--- src/rtl/scene_compositor.sv ---
// scene_compositor: N-layer priority compositor, scene sequencer and
// background scroll counter.
//
// Ports:
//   clk               system clock
//   clr               asynchronous active-low reset
//   video_on          active-video flag, aligned with the layer inputs
//   layer_rgb         packed layer colours, layer i at [i*COLOR_W +: COLOR_W]
//   layer_on          per-layer pixel-valid flags
//   user_mask         runtime layer enables, ANDed with the scene mask
//   game_over         level from the game engine
//   skip              pulse, leaves SPLASH early
//   restart           pulse, returns from OVER to SPLASH
//   scroll_tick       slow square wave, each rising edge advances the scroll
//   rgb               composited pixel (2-cycle latency)
//   pix_valid         delayed video_on AND some layer won
//   scene             0=SPLASH 1=PLAY 2=OVER_WAIT 3=OVER
//   game_begin        scene != SPLASH
//   game_over_display scene == OVER
//   scroll_offset     cloud scroll position

// One lane per layer: decides whether the layer may win this pixel.
module scene_compositor_lane #(
  parameter int                 COLOR_W   = 12,
  parameter int                 KEY_EN    = 1,
  parameter logic [COLOR_W-1:0] KEY_COLOR = 12'hF0F
) (
  input  logic [COLOR_W-1:0] color,
  input  logic               on,
  input  logic               en,
  output logic               cand
);
  logic keyed;
  assign keyed = (KEY_EN != 0) && (color == KEY_COLOR);
  assign cand  = on & en & ~keyed;
endmodule

module scene_compositor #(
  parameter int                 LAYERS            = 4,
  parameter int                 COLOR_W           = 12,
  parameter int                 TIMER_W           = 32,
  parameter int                 SPLASH_CYCLES     = 500_000_000,
  parameter int                 OVER_DELAY_CYCLES = 5_000,
  parameter int                 KEY_EN            = 1,
  parameter logic [COLOR_W-1:0] KEY_COLOR         = 12'hF0F,
  parameter logic [LAYERS-1:0]  MASK_PLAY         = 4'b1111,
  parameter logic [LAYERS-1:0]  MASK_STATIC       = 4'b0010,
  parameter int                 SCROLL_W          = 10,
  parameter int                 SCROLL_MAX        = 639
) (
  input  logic                      clk,
  input  logic                      clr,
  input  logic                      video_on,
  input  logic [LAYERS*COLOR_W-1:0] layer_rgb,
  input  logic [LAYERS-1:0]         layer_on,
  input  logic [LAYERS-1:0]         user_mask,
  input  logic                      game_over,
  input  logic                      skip,
  input  logic                      restart,
  input  logic                      scroll_tick,
  output logic [COLOR_W-1:0]        rgb,
  output logic                      pix_valid,
  output logic [1:0]                scene,
  output logic                      game_begin,
  output logic                      game_over_display,
  output logic [SCROLL_W-1:0]       scroll_offset
);
  typedef enum logic [1:0] {SPLASH = 2'd0, PLAY = 2'd1, OVER_WAIT = 2'd2, OVER = 2'd3} scene_t;

  localparam logic [TIMER_W-1:0]  SPLASH_LAST = TIMER_W'(SPLASH_CYCLES - 1);
  localparam logic [TIMER_W-1:0]  OVER_LAST   = TIMER_W'(OVER_DELAY_CYCLES - 1);
  localparam logic [SCROLL_W-1:0] SCROLL_LAST = SCROLL_W'(SCROLL_MAX);

  // ---------------- scene FSM ----------------
  scene_t             state_q, state_d;
  logic [TIMER_W-1:0] timer_q, timer_d;

  always_ff @(posedge clk or negedge clr) begin
    if (!clr) begin
      state_q <= SPLASH;
      timer_q <= '0;
    end else begin
      state_q <= state_d;
      timer_q <= timer_d;
    end
  end

  // Every transition zeroes the timer; it only counts in the two timed
  // scenes and stops at the terminal value, so it can never wrap.
  always_comb begin
    state_d = state_q;
    timer_d = timer_q;
    case (state_q)
      SPLASH: begin
        if (skip || timer_q == SPLASH_LAST) begin
          state_d = PLAY;
          timer_d = '0;
        end else begin
          timer_d = timer_q + TIMER_W'(1);
        end
      end
      PLAY: begin
        timer_d = '0;
        if (game_over) state_d = OVER_WAIT;
      end
      OVER_WAIT: begin
        if (timer_q == OVER_LAST) begin
          state_d = OVER;
          timer_d = '0;
        end else begin
          timer_d = timer_q + TIMER_W'(1);
        end
      end
      OVER: begin
        timer_d = '0;
        if (restart) state_d = SPLASH;
      end
      default: begin
        state_d = SPLASH;
        timer_d = '0;
      end
    endcase
  end

  assign scene             = state_q;
  assign game_begin        = (state_q != SPLASH);
  assign game_over_display = (state_q == OVER);

  // ---------------- compositor ----------------
  logic [LAYERS-1:0][COLOR_W-1:0] lay;
  logic [LAYERS-1:0]              eff_mask;
  logic [LAYERS-1:0]              cand;
  logic [COLOR_W-1:0]             win;

  assign lay      = layer_rgb;
  assign eff_mask = user_mask & ((state_q == PLAY) ? MASK_PLAY : MASK_STATIC);

  for (genvar i = 0; i < LAYERS; i++) begin : g_lane
    scene_compositor_lane #(
      .COLOR_W  (COLOR_W),
      .KEY_EN   (KEY_EN),
      .KEY_COLOR(KEY_COLOR)
    ) u_lane (
      .color(lay[i]),
      .on   (layer_on[i]),
      .en   (eff_mask[i]),
      .cand (cand[i])
    );
  end

  // Ascending scan: the last candidate seen is the highest-priority one.
  always_comb begin
    win = '0;
    for (int i = 0; i < LAYERS; i++)
      if (cand[i]) win = lay[i];
  end

  // vld_pipe[1]: video_on at stage 1; vld_pipe[2]: pix_valid at stage 2.
  logic [2:1]         vld_pipe;
  logic               hit_q;
  logic [COLOR_W-1:0] color_q;
  logic [COLOR_W-1:0] rgb_q;

  always_ff @(posedge clk or negedge clr) begin
    if (!clr) begin
      vld_pipe <= '0;
      hit_q    <= 1'b0;
      color_q  <= '0;
      rgb_q    <= '0;
    end else begin
      vld_pipe[1] <= video_on;
      hit_q       <= |cand;
      color_q     <= win;
      vld_pipe[2] <= hit_q & vld_pipe[1];
      rgb_q       <= (hit_q & vld_pipe[1]) ? color_q : '0;
    end
  end

  assign rgb       = rgb_q;
  assign pix_valid = vld_pipe[2];

  // ---------------- scroll ----------------
  logic                tick_q;
  logic                tick_rise;
  logic [SCROLL_W-1:0] scroll_q;

  assign tick_rise = scroll_tick & ~tick_q;

  always_ff @(posedge clk or negedge clr) begin
    if (!clr) begin
      tick_q   <= 1'b0;
      scroll_q <= '0;
    end else begin
      tick_q <= scroll_tick;
      if (tick_rise && (state_q == SPLASH || state_q == PLAY))
        scroll_q <= (scroll_q == SCROLL_LAST) ? '0 : scroll_q + SCROLL_W'(1);
    end
  end

  assign scroll_offset = scroll_q;
endmodule

--- config.mk ---
export PLATFORM = sky130hd
export DESIGN_NAME = scene_compositor
export DESIGN_NICKNAME = d
export VERILOG_FILES = /design/src/rtl/scene_compositor.sv
export SDC_FILE = /design/constraint.sdc
export NUM_CORES = 1
export LEC_CHECK = 0
export CAP_MARGIN = 20
export CORE_ASPECT_RATIO = 0.5
export CORE_UTILIZATION = 45
export DETAILED_ROUTE_END_ITERATION = 8
export GPL_ROUTABILITY_DRIVEN = 0
export GPL_TIMING_DRIVEN = 1
export PLACE_DENSITY = 0.81
export SLEW_MARGIN = 20
export SYNTH_ARGS = -nofsm -noshare
export SYNTH_HDL_FRONTEND = slang
export SYNTH_SLANG_ARGS = --single-unit
--- constraint.sdc ---
create_clock -name clk -period 3 [get_ports clk]
set_input_delay 0.6 -clock clk [delete_from_list [all_inputs] [get_ports clk]]
set_output_delay 0.6 -clock clk [all_outputs]
set_load 0.01 [all_outputs]
==> results of run 1 <==
==> synth_stat cells (2+ instances only) <==
cell type / count / area (sq um)
dfrtp_1: 72 / 1800
nor2_1: 57 / 214
nand2_1: 30 / 113
nand3_1: 24 / 120
xor2_1: 24 / 210
and3_1: 19 / 119
nand4_1: 13 / 81.3
o31ai_1: 13 / 97.6
xnor2_1: 13 / 114
a221oi_1: 11 / 96.3
clkbuf_1: 8 / 30.0
inv_1: 8 / 30.0
nor3_1: 7 / 35.0
ha_1: 6 / 75.1
nand4b_1: 6 / 52.6
nor2b_1: 5 / 31.3
and4b_1: 4 / 40.0
buf_6: 4 / 45.0
nor4_1: 4 / 25.0
or4_1: 3 / 22.5
a22oi_1: 2 / 15.0
and2_1: 2 / 12.5
mux2i_1: 2 / 20.0
nand4bb_1: 2 / 22.5
nor3b_1: 2 / 15.0
nor4_2: 2 / 25.0
nor4b_1: 2 / 17.5
nor4bb_1: 2 / 20.0
==> how the worst min path moves through the flow <==
stage | start | cells after the start | end
floorplan | clr | 0 | color_q[0]$_DFF_PN0_
global placement | timer_q[0]$_DFF_PN0_ | 1 | timer_q[0]$_DFF_PN0_
detailed placement | timer_q[0]$_DFF_PN0_ | 1 | timer_q[0]$_DFF_PN0_
CTS | timer_q[0]$_DFF_PN0_ | 1 | timer_q[0]$_DFF_PN0_
global route | timer_q[0]$_DFF_PN0_ | 1 | timer_q[0]$_DFF_PN0_
finish | clr | 2 | scroll_offset[0]$_DFFE_PN0P_
==> critical path: cells and delay by family (launching register included) <==
kind / cells / cell delay [ns]
compound gates: 2 / 0.50
buf+inv: 1 / 0.31
flops: 1 / 0.47
simple gates: 3 / 1.05
==> power by group <==
part	total (mW)	leakage [nW]	switching [mW]	internal (mW)
Sequential	1.17	0.977	0.0898	1.08
Combinational	0.753	0.975	0.380	0.373
Clock	1.09	0.143	0.438	0.652
==> cell type report <==
type / count / area, sq um / share of cell area
repair buffers: 97 / 946 / 0.191
multi-input cells: 269 / 1720 / 0.349
well taps: 108 / 135 / 0.0273
inverters: 8 / 30.0 / 0.00608
clock buffers: 9 / 225 / 0.0456
clock inverters: 7 / 80.1 / 0.0162
flip-flops and latches: 72 / 1800 / 0.365
==> state kept, by name, summed over array words and instances (netlist names) <==
signal         count
hit_q              1
scene              2
tick_q             1
color_q           12
vld_pipe           2
rgb               12
scroll_offset     10
timer_q           32
==> through the flow <==
step                hold WS (ns)  power, mW  utilization  area [sq um]
global route               0.486       3.16        0.653          4940
floorplan                  0.304       1.62            -          3630
detailed placement         0.461       1.94        0.612          4640
CTS                        0.467       3.04        0.653          4940
finish                     0.466       3.02        0.653          4940
global placement           0.452       1.93        0.612          4640
==> metal layers <==
metal,track usage,up-vias,wire length [um]
li1,-,1491,-
met1,0.278,1525,3720
met2,0.401,99,4480
met3,0.0570,8,525
met4,0.0926,0,99
met5,0,-,0
==> kinds of logic (layout without fill, tap and decap cells) <==
| group | count (synthesis) | count (layout) | synth area share |
|---|---|---|---|
| mux | 3 | 3 | 0.00964 |
| simple gates | 190 | 190 | 0.280 |
| compound gates | 33 | 33 | 0.0750 |
| fa+ha+maj | 6 | 6 | 0.0207 |
| flops | 72 | 72 | 0.496 |
| buf+inv | 21 | 121 | 0.0303 |
| xor+xnor | 37 | 37 | 0.0892 |
==> metrics.yaml, run 1 <==
layout:
  nNetsFinal: 526
  final_cells: 570
  num-fill-cells: 594
  final_cell_mix: "clkdlybuf4s50_1, dfrtp_1, nor2_1"
  diodes: 0
  mostFrequentLayoutCell: "clkdlybuf4s50_1"
  drive_gt1_frac: 0.0736
  area.growth.synth_to_final_pct: 35.9
logic_synthesis:
  synthFlopType: "dfrtp_1"
  netlist_instances: 362
  synth_sequential_area_ratio: 0.496
  synth-edff-count: 0
  ys_async_sr_fraction: 1.00
  yosysWarnings: 0
  synth-seq-cells: 72
  syn-num-nets: 431
  synth.distinct_cells: 43
  syn_avg_cell_area_sq_um: 10.0
  synthesis.area_sq_um: 3630
placement:
  pre_cts_slack_ns: 0.300
  port_buffers: 89
  place_hpwl_um: 6450
  dpl.cell_count: 554
sta:
  drv_slew: 0
  tightestPinTransition_ns: 0.879
  finalCritPeriodShare: 0.818
  rsz0062_at_grt: "no"
  setup_violations: 0
  max_freq_mhz: 408
  min_period_ns: 2.45
  fin_worst_skew_ns: 0.00581
  maxSlewHeadroom: 0.414
  fin_ws_ns: 0.547
  hold_viol_final: 0
  fin_tns_setup_ns: 0
worst_setup_path:
  r2r_start: "timer_q[16]$_DFF_PN0_"
  r2r_setup_slack_ns: 0.55
  cp_max_fo: 32
  path_cells: "or4_1, or4_1, o31ai_2, o22a_2, buf_4, nor2_1"
  slowest_stage: "or4_1"
  worstPathArrival_ns: 2.67
  crit_type: "flip-flop to flip-flop"
  endpoint_kind: "flip-flop"
  cp_slowest_stage_delay_ns: 0.51
  crit_path_start: "timer_q[16]$_DFF_PN0_"
  crit_path_start_kind: "flip-flop"
  cpMostUsedCell: "or4_1"
  r2r_cells: 6
  rr_endpoint: "timer_q[5]$_DFF_PN0_"
  cp-endpoint: "timer_q[5]$_DFF_PN0_"
  cp_data_required_time_ns: 3.21
grt:
  grt_pass1_wl_um: 14800
  antenna_found_initial: 0
  grt_pass1_vias: 3083
  grt_overflow: 0
  grt_start_max_net_pins: 73
  grt_usage: 0.231
clock_network:
  clock_sinks: 72
  numCtsBuffers: 9
  clockRootBuffer: "clkbuf_16"
  clock_latency_ns: 0.34
  path_clk_slew_ns: 0.06
  postCtsSetupRepairBufs: 0
  cts_tree: "yes"
  postCtsHoldBufs: 0
  cts_buffer_depth: 2
  cts_resized: 0
  ctsHtreeMaxLevel: 3
hold_path:
  hp-class: "input pin to async pin"
drt:
  via_per_inst: 5.48
  postRouteAntennaNets: 0
  drt-total-wl_um: 8830
  drc: 0
  vias: 3123
  drt_pass1_iterations: 4
  drt_iter0_drc: 251
  wl_per_cell_um: 15.5
floorplanning:
  io_pins: 90
  die_y_um: 65.6
  start_util: 0.480
  placementRows: 22
  die_w_um: 129
  core_area_sq_um: 7570
  dieArea_sq_um: 8460
power:
  power_density_nw_per_um2: 611
  peakVddDrop_uv: 326
  p_leak_nw: 2.09
run_status:
  status: "complete, no violations"
job:
  maxCapViolations: 0
Note: power is estimated with default switching activity, not from simulation.
==> inputs of run 2 (changes only) <==
clock period = 2.5 ns   (was 3 ns; I/O delays follow)
==> metrics.yaml, run 2 (synthesis results as in run 1) <==
clock_network:
  cts_tree: "yes"
  postCtsSetupRepairBufs: 0  # unchanged
  clock_latency_ns: 0.32  # -0.02 ns
  numCtsBuffers: 9  # unchanged
  clockRootBuffer: "clkbuf_16"
  ctsHtreeMaxLevel: 3  # unchanged
  postCtsHoldBufs: 0  # unchanged
  cts_buffer_depth: 2  # unchanged
  cts_resized: 0  # unchanged
  clock_sinks: 72  # unchanged
  path_clk_slew_ns: 0.06  # about the same
floorplanning:
  die_y_um: 65.6  # unchanged
  die_w_um: 129  # unchanged
  dieArea_sq_um: 8460  # unchanged
  io_pins: 90  # unchanged
  start_util: 0.480  # unchanged
  core_area_sq_um: 7570  # unchanged
  placementRows: 22  # unchanged
grt:
  grt_pass1_vias: 3061  # -0.71%
  grt_overflow: 0  # unchanged
  grt_usage: 0.225  # -0.00635
  antenna_found_initial: 0  # unchanged
  grt_pass1_wl_um: 14700  # -0.75%
  grt_start_max_net_pins: 43  # -41%
layout:
  mostFrequentLayoutCell: "clkdlybuf4s50_1"
  top_register: "timer_q"
  diodes: 0  # unchanged
  largest_reg_flops: 32  # unchanged
  final_cell_mix: "clkdlybuf4s50_1, dfrtp_1, nor2_1"
  nNetsFinal: 533  # +1.3%
  drive_gt1_frac: 0.0812  # +0.00760
  area.growth.synth_to_final_pct: 38.0
power:
  power_density_nw_per_um2: 732  # +20%
  p_leak_nw: 2.15  # +2.5%
  peakVddDrop_uv: 336  # +3.1%
worst_setup_path:
  rr_endpoint: "timer_q[7]$_DFF_PN0_"
  cp-endpoint: "timer_q[7]$_DFF_PN0_"
  crit_cells: 6  # unchanged
  r2r_setup_slack_ns: 0.17  # -0.37 ns
  worstPathArrival_ns: 2.53  # -0.14 ns
  cp_num_buf_inv: 1  # unchanged
  path_cells: "or4_1, or4_1, o31ai_2, o22a_2, buf_12, nor2_1"
  crit_type: "flip-flop to flip-flop"
  crit_path_start_kind: "flip-flop"
  crit_path_start: "timer_q[19]$_DFF_PN0_"
  cp_slowest_stage_delay_ns: 0.56  # +0.05 ns
  cp_data_required_time_ns: 2.71  # -0.50 ns
  r2r_start: "timer_q[19]$_DFF_PN0_"
  cpMostUsedCell: "or4_1"
  slowest_stage: "or4_1"
  cp_max_fo: 32  # unchanged
  cp_top_family: "simple AND/OR/NAND/NOR gates"
  r2r_cells: 6  # unchanged
  endpoint_kind: "flip-flop"
sta:
  hold_viol_final: 0  # unchanged
  maxSlewHeadroom: 0.548  # +0.134
  max_freq_mhz: 430  # +5.4%
  fin_ws_ns: 0.173  # -0.375 ns
  drv_slew: 0  # unchanged
  setup_violations: 0  # unchanged
  tightestPinTransition_ns: 0.678  # -0.201 ns
  finalCritPeriodShare: 0.931  # +0.113
  rsz0062_at_grt: "no"
  min_period_ns: 2.33  # -0.125 ns
  fin_worst_skew_ns: 0.00778  # +0.00197 ns
  fin_tns_setup_ns: 0  # unchanged
placement:
  pre_cts_slack_ns: 0.0388  # -0.261 ns
  port_buffers: 89  # unchanged
  place_hpwl_um: 6310  # -2.3%
drt:
  drt_iter0_drc: 211  # -16%
  wl_per_cell_um: 14.8  # -4.6%
  vias: 3110  # -0.42%
  drc: 0  # unchanged
  drt-total-wl_um: 8510  # -3.6%
  postRouteAntennaNets: 0  # unchanged
  drt_pass1_iterations: 4  # unchanged
  via_per_inst: 5.40  # -1.5%
hold_path:
  hp-class: "input pin to async pin"
run_status:
  status: "complete, no violations"
job:
  maxCapViolations: 0  # unchanged
## run 2: cell types whose count changed in the layout (fill, tap and decap cells not counted), sizes merged
cell,change
buf,+7
clkbuf,+2
clkinvlp,-2
inv,-2
bufinv,+1
## run 2: where the power goes
group / switching (mW) / internal, mW / total (mW)
clock: 0.446 / 0.864 / 1.31
sequential: 0.103 / 1.30 / 1.40
combinational: 0.470 / 0.486 / 0.956
total: 1.02 / 2.65 / 3.67
## run 2: cell type report
cell class,instances,area [sq um]
clock buffer,11,233
clock inverter,4,70.1
fill,565,2550
inverter,8,30.0
multi-input combinational,269,1720
sequential,72,1800
tap,108,135
timing repair buffer,104,1020
## run 2: metrics by stage
stage / cells / utilization / instance area (sq um) / power [mW] / hold WS, ns
detailed placement: 561 / 0.623 / 4710 / 2.37 / 0.474
global placement: 561 / 0.623 / 4710 / 2.36 / 0.453
floorplan: 362 / - / 3630 / 1.95 / 0.204
CTS: 576 / 0.663 / 5020 / 3.69 / 0.234
global route: 576 / 0.663 / 5020 / 3.85 / 0.275
finish: 576 / 0.663 / 5020 / 3.67 / 0.215
## run 2: metal layers
metal	wire, um	vias to the layer above	GRT usage
li1	-	1505	-
met4	74	0	0.0603
met1	3870	1501	0.291
met5	0	-	0
met2	4200	96	0.386
met3	367	8	0.0464
## run 2: worst min-delay path by stage
stage / cells past startpoint / to / from / slack, ns
6_report: 1 / rgb[0]$_DFF_PN0_ / clr / 0.21
5_1_grt: 1 / vld_pipe[1]$_DFF_PN0_ / clr / 0.27
4_1_cts: 1 / rgb[0]$_DFF_PN0_ / clr / 0.23
3_5_place_dp: 1 / timer_q[0]$_DFF_PN0_ / timer_q[0]$_DFF_PN0_ / 0.47
3_3_place_gp: 1 / timer_q[0]$_DFF_PN0_ / timer_q[0]$_DFF_PN0_ / 0.45
2_1_floorplan: 0 / color_q[0]$_DFF_PN0_ / clr / 0.20
==> edit 1, RTL diff (settings of run 2) <==
Change the parameter `SCROLL_W` from 10 to 20.
--- a/src/rtl/scene_compositor.sv
+++ b/src/rtl/scene_compositor.sv
@@ -45,7 +45,7 @@
   parameter logic [COLOR_W-1:0] KEY_COLOR         = 12'hF0F,
   parameter logic [LAYERS-1:0]  MASK_PLAY         = 4'b1111,
   parameter logic [LAYERS-1:0]  MASK_STATIC       = 4'b0010,
-  parameter int                 SCROLL_W          = 10,
+  parameter int                 SCROLL_W          = 20,
   parameter int                 SCROLL_MAX        = 639
 ) (
   input  logic                      clk,
Ports: changed (resized scroll_offset); port bits go from 90 to 100. The function was not compared with the original's and may differ.
==> edit 1 against run 2 <==
The run now ends with DRC left; combinational power shrank 0.4%; non-clock buffer count grew 5; synthesized area grew 16%; sequential power grew 14%; total power grew 9.1%; first-iteration DRC count grew 51%; sequential cell count grew 10; worst setup slack gained 0.080 ns; wire length grew 22%; design area grew 13%; critical endpoint is now scroll_offset[19]$_DFFE_PN0P_; largest power group unchanged.
==> edit 1: results (changes against run 2) <==
* Run status: finished with violations
* Failing checks: DRC
* First-pass detailed-route iteration total at 7 (+3)
* Setup WS pre-CTS at 0.0741 ns (+0.0352 ns)
* Largest net degree at the start of global routing at 49 (+14%)
* First-pass GRT wire length at 17.3 mm (+18%)
* Leakage at 2.36 nW (+10%)
* Post-synthesis compound-gate area fraction at 8.97% (+1.5 points)
* Dominant cells by area after synthesis: dfrtp_1, nor2_1, xor2_1, xnor2_1, and3_1
* Post-layout net count at 601 (+13%)
* DR vias at 3705 (+19%)
* Hpwl dp at 7.68 mm (+22%)
* Worst path arrival time at 2.51 ns (-0.02 ns)
* Max IR drop VDD at 492 µV (+46%)
* Synth Area in XOR/XNOR at 8.34% (-0.57 points)
* Commonest cells in the netlist: dfrtp_1, nor2_1, nand2_1
* R2R Setup Slk at 0.25 ns (+0.08 ns)
* Clock Skew at 0.00757 ns (-0.000204 ns)
* DRC violations left at 5 (+5)
* Layout cells sized above 1 at 6.70% (-1.4 points)
* Area of the multi-input gates at 0.00203 mm² (+18%)
* Port Buffers at 99 (+11%)
* Starting DRT DRC Count at 318 (+51%)
* Yosys cell types at 48 (+12%)
* Post-synthesis sequential area ratio at 48.9% (-0.72 points)
* FILL cells at 715 (+27%)
* Overall Global Routing Usage at 22.7% (+0.20 points)
* Yosys warns at 0 (unchanged)
* Number of global-route vias before repair at 3544 (+16%)
* Mux cell area share after synthesis at 0.745% (-0.22 points)
* Worst-margin pin slew at 0.613 ns (-0.0648 ns)
* Dpl cell area at 0.00536 mm² (+14%)
* Total wire length at 10.4 mm (+22%)
* Later-pin clock latency in the skew report at 0.34 ns (+0.02 ns)
[edit 1: cell count changes after synthesis, moves of 5 or more]
cell | before | now
a21oi_1 | 0 | 6
and4_1 | 1 | 9
dfrtp_1 | 72 | 82
inv_1 | 8 | 14
nand4_1 | 13 | 19
nor4_1 | 4 | 9
o21ai_0 | 1 | 9
xnor2_1 | 13 | 19
[edit 1: final timing paths]
| check | cells after the start | to | startpoint |
|---|---|---|---|
| setup / recovery | 7 | scroll_offset[19]$_DFFE_PN0P_ | scene[0]$_DFFE_PN0P_ |
| hold / removal | 1 | tick_q$_DFF_PN0_ | clr |
| setup reg to reg | 7 | scroll_offset[19]$_DFFE_PN0P_ | scene[0]$_DFFE_PN0P_ |
| hold reg to reg | 1 | rgb[4]$_DFF_PN0_ | color_q[4]$_DFF_PN0_ |
| max in group asynchronous | 2 | timer_q[5]$_DFF_PN0_ | clr |
| min in group clk | 1 | rgb[4]$_DFF_PN0_ | color_q[4]$_DFF_PN0_ |
[edit 1: cell type report]
| cell class | instances | share of cell area [%] |
|---|---|---|
| clock inverters | 5 | 1.47 |
| well taps | 117 | 2.57 |
| flip-flops and latches | 82 | 36.0 |
| multi-input cells | 316 | 35.6 |
| clock buffers | 11 | 4.44 |
| repair buffers | 109 | 18.9 |
| inverters | 14 | 0.923 |
[edit 1: report_power, final]
part / leakage [nW] / total [mW] / internal, mW / switching, mW
Combinational: 1.11 / 0.952 / 0.457 / 0.496
Sequential: 1.09 / 1.59 / 1.47 / 0.125
Clock: 0.158 / 1.46 / 0.932 / 0.528
[edit 1: cell families (layout without fill, tap and decap cells)]
kind of cell,count (synthesis),count (layout)
simple gates,214,214
flops,82,82
compound gates,53,53
xor+xnor,40,40
buf+inv,30,139
fa+ha+maj,6,6
mux,3,3
[edit 1: metrics by stage]
stage          std cells  power [mW]
2_1_floorplan        428        2.08
3_3_place_gp         638        2.54
3_5_place_dp         638        2.57
4_1_cts              654        4.04
5_1_grt              654        4.20
6_report             654        4.00
[edit 1: routing by layer]
| layer | global-route usage, % | share of wire, % |
|---|---|---|
| met3 | 6.45 | 6.7 |
| met2 | 37.7 | 48 |
| met5 | 0 | 0 |
| met1 | 28.8 | 44 |
| met4 | 7.28 | 1.2 |
[edit 1: worst max-delay path, cell delays in order, from the launching register on]
cell,delay (ns)
dfrtp_1,0.41
inv_1,0.11
ha_1,0.24
nor2_1,0.09
or3b_4,0.42
or4_4,0.58
nor3_2,0.14
xor2_1,0.16
==> edit 2, RTL diff (config.mk and constraints of run 2) <==
Made on the original files. Register the outputs `pix_valid`, `game_begin` and `game_over_display`, cleared by the reset; this adds one clock of latency there. The other outputs are not delayed to match.
--- a/src/rtl/scene_compositor.sv
+++ b/src/rtl/scene_compositor.sv
@@ -123,8 +123,17 @@
   end
 
   assign scene             = state_q;
-  assign game_begin        = (state_q != SPLASH);
-  assign game_over_display = (state_q == OVER);
+  always_ff @(posedge clk or negedge clr) begin
+    if (!clr) begin
+      pix_valid         <= '0;
+      game_begin        <= '0;
+      game_over_display <= '0;
+    end else begin
+      pix_valid         <= vld_pipe[2];
+      game_begin        <= (state_q != SPLASH);
+      game_over_display <= (state_q == OVER);
+    end
+  end
 
   // ---------------- compositor ----------------
   logic [LAYERS-1:0][COLOR_W-1:0] lay;
@@ -177,7 +186,6 @@
   end
 
   assign rgb       = rgb_q;
-  assign pix_valid = vld_pipe[2];
 
   // ---------------- scroll ----------------
   logic                tick_q;
Check against the original RTL: not equivalent (a bounded check fails within 4 cycles, from zero or initial values).
==> edit 2 against run 2 <==
Design area grew 2.3%; total power rose by 8.2%; worst setup slack worse by 0.089 ns; wire length rose by 1.0%; synthesized area increased by 1.8%; non-clock buffer count fell by 3; die area grew 1.8%; sequential cell count grew 3; first-iteration DRC count up 33%; combinational power shrank 1%; largest power group is now clock; highest routed layer unchanged.
==> edit 2: results (changes against run 2) <==
* WL met1 at 3.71 mm (-4.1%)
* Non-clk bufs at 101 (-2.9%)
* Later-pin clock latency in the skew report at 0.33 ns
* Metal2 WL at 4.36 mm (+3.7%)
* Top reg by flops: timer_q
* Post-synthesis sequential area ratio at 50.7% (+1.1 points)
* Clkbuf count at 10 (-1)
* Met3 GRT Util at 5.58% (+0.94 points)
* Post-layout net count at 540 (+1.3%)
* Layout cells sized above 1 at 6.72% (-1.4 points)
* Psw at 1.07 mW (+4.6%)
* Leakage at 2.11 nW (-1.8%)
* Area of the multi-input gates at 0.00170 mm² (-1.4%)
* Largest net degree at the start of global routing at 74 (+72%)
* Met3 WL post-DR at 424 µm (+16%)
* Inverters at 13 (+5)
* Comb_multi_in at 271 (+0.74%)
* DR vias at 3115 (+0.16%)
* Worst path arrival time at 2.63 ns (+0.10 ns)
* Worst-margin pin slew at 0.551 ns (-0.126 ns)
* Setup WS pre-CTS at 0.101 ns (+0.0625 ns)
* GR Util met2 at 38.1% (-0.54 points)
* Crit-path max FO at 30 (-6.3%)
* Diodes inserted at 0 (unchanged)
* First-pass detailed-route iteration total at 5 (+1)
* Detailed-route wire length per cell at 14.7 µm (-0.35%)
* Mapped Nets at 445 (+3.2%)
* Run status: finished, final reports clean
* FF/Latch Area at 0.00188 mm² (+4.2%)
* Starting DRT DRC Count at 281 (+33%)
* First-pass GRT wire length at 14.4 mm (-1.9%)
* FILL cells at 570 (+0.88%)
* Dominant cells by area after synthesis: dfrtp_1, xnor2_1, nor2_1, nand2_1, and3_1
* Hold_ws at 0.347 ns (+0.132 ns)
* Clock Skew at 0.00573 ns (-0.00205 ns)
* Commonest cells in the netlist: dfrtp_1, nor2_1, nand2_1
* Cts hold-fix bufs at 1 (+1)
* Clk tree area frac at 7.15% (+1.1 points)
* Max IR drop VDD at 357 µV (+6.2%)
* Non-clock buffers, area share at 19.6% (-0.84 points)
* Yosys cell types at 49 (+14%)
* GR met1 Demand/Resource at 28.1% (-0.98 points)
* Overall Global Routing Usage at 22.5% (+0.051 points)
* Number of global-route vias before repair at 2960 (-3.3%)
* Hold Crit Class: reg2reg
* Hpwl dp at 6.19 mm (-1.9%)
==> edit 2: worst max-delay path, cell delays in order, from the launching register on <==
cell     delay, ns
dfrtp_1       0.40
or4b_1        0.51
or4_1         0.55
o41ai_2       0.29
o21a_1        0.28
buf_12        0.21
nor2_1        0.07
==> edit 2: final timing paths <==
check	end	slack, ns
min reg2reg	pix_valid$_DFF_PN0_	0.35
min in group asynchronous	scroll_offset[3]$_DFFE_PN0P_	0.50
max in group asynchronous	timer_q[17]$_DFF_PN0_	1.44
max reg2reg	timer_q[31]$_DFF_PN0_	0.08
min	pix_valid$_DFF_PN0_	0.35
max	timer_q[31]$_DFF_PN0_	0.08
==> edit 2: kinds of logic (layout without fill, tap and decap cells) <==
group | after synthesis | count (layout) | synth area share (%)
DFF | 75 | 75 | 50.7
adders and majority gates | 6 | 6 | 2.03
buffers and inverters | 30 | 130 | 3.38
muxes | 2 | 2 | 0.575
and+or+nand+nor | 190 | 190 | 26.6
xor gates and xnor gates | 37 | 37 | 8.76
AOI/OAI and AO/OA | 36 | 36 | 7.98
==> edit 2: through the flow <==
stage,instance area [µm²],util [%],cells
4_1_cts,5130,67.3,584
2_1_floorplan,3700,-,376
3_3_place_gp,4750,62.3,567
5_1_grt,5130,67.3,584
3_5_place_dp,4750,62.3,567
6_report,5130,67.3,584
==> edit 2: power by group through the flow <==
| stage | registers (mW) | clock network [mW] | logic (mW) |
|---|---|---|---|
| 6_report | 1.47 | 1.56 | 0.942 |
| 5_1_grt | 1.49 | 1.63 | 1.02 |
| 4_1_cts | 1.47 | 1.58 | 0.948 |
| 3_5_place_dp | 1.49 | 0 | 0.932 |
| 3_3_place_gp | 1.48 | 0 | 0.920 |
| 2_1_floorplan | 1.50 | 0 | 0.447 |
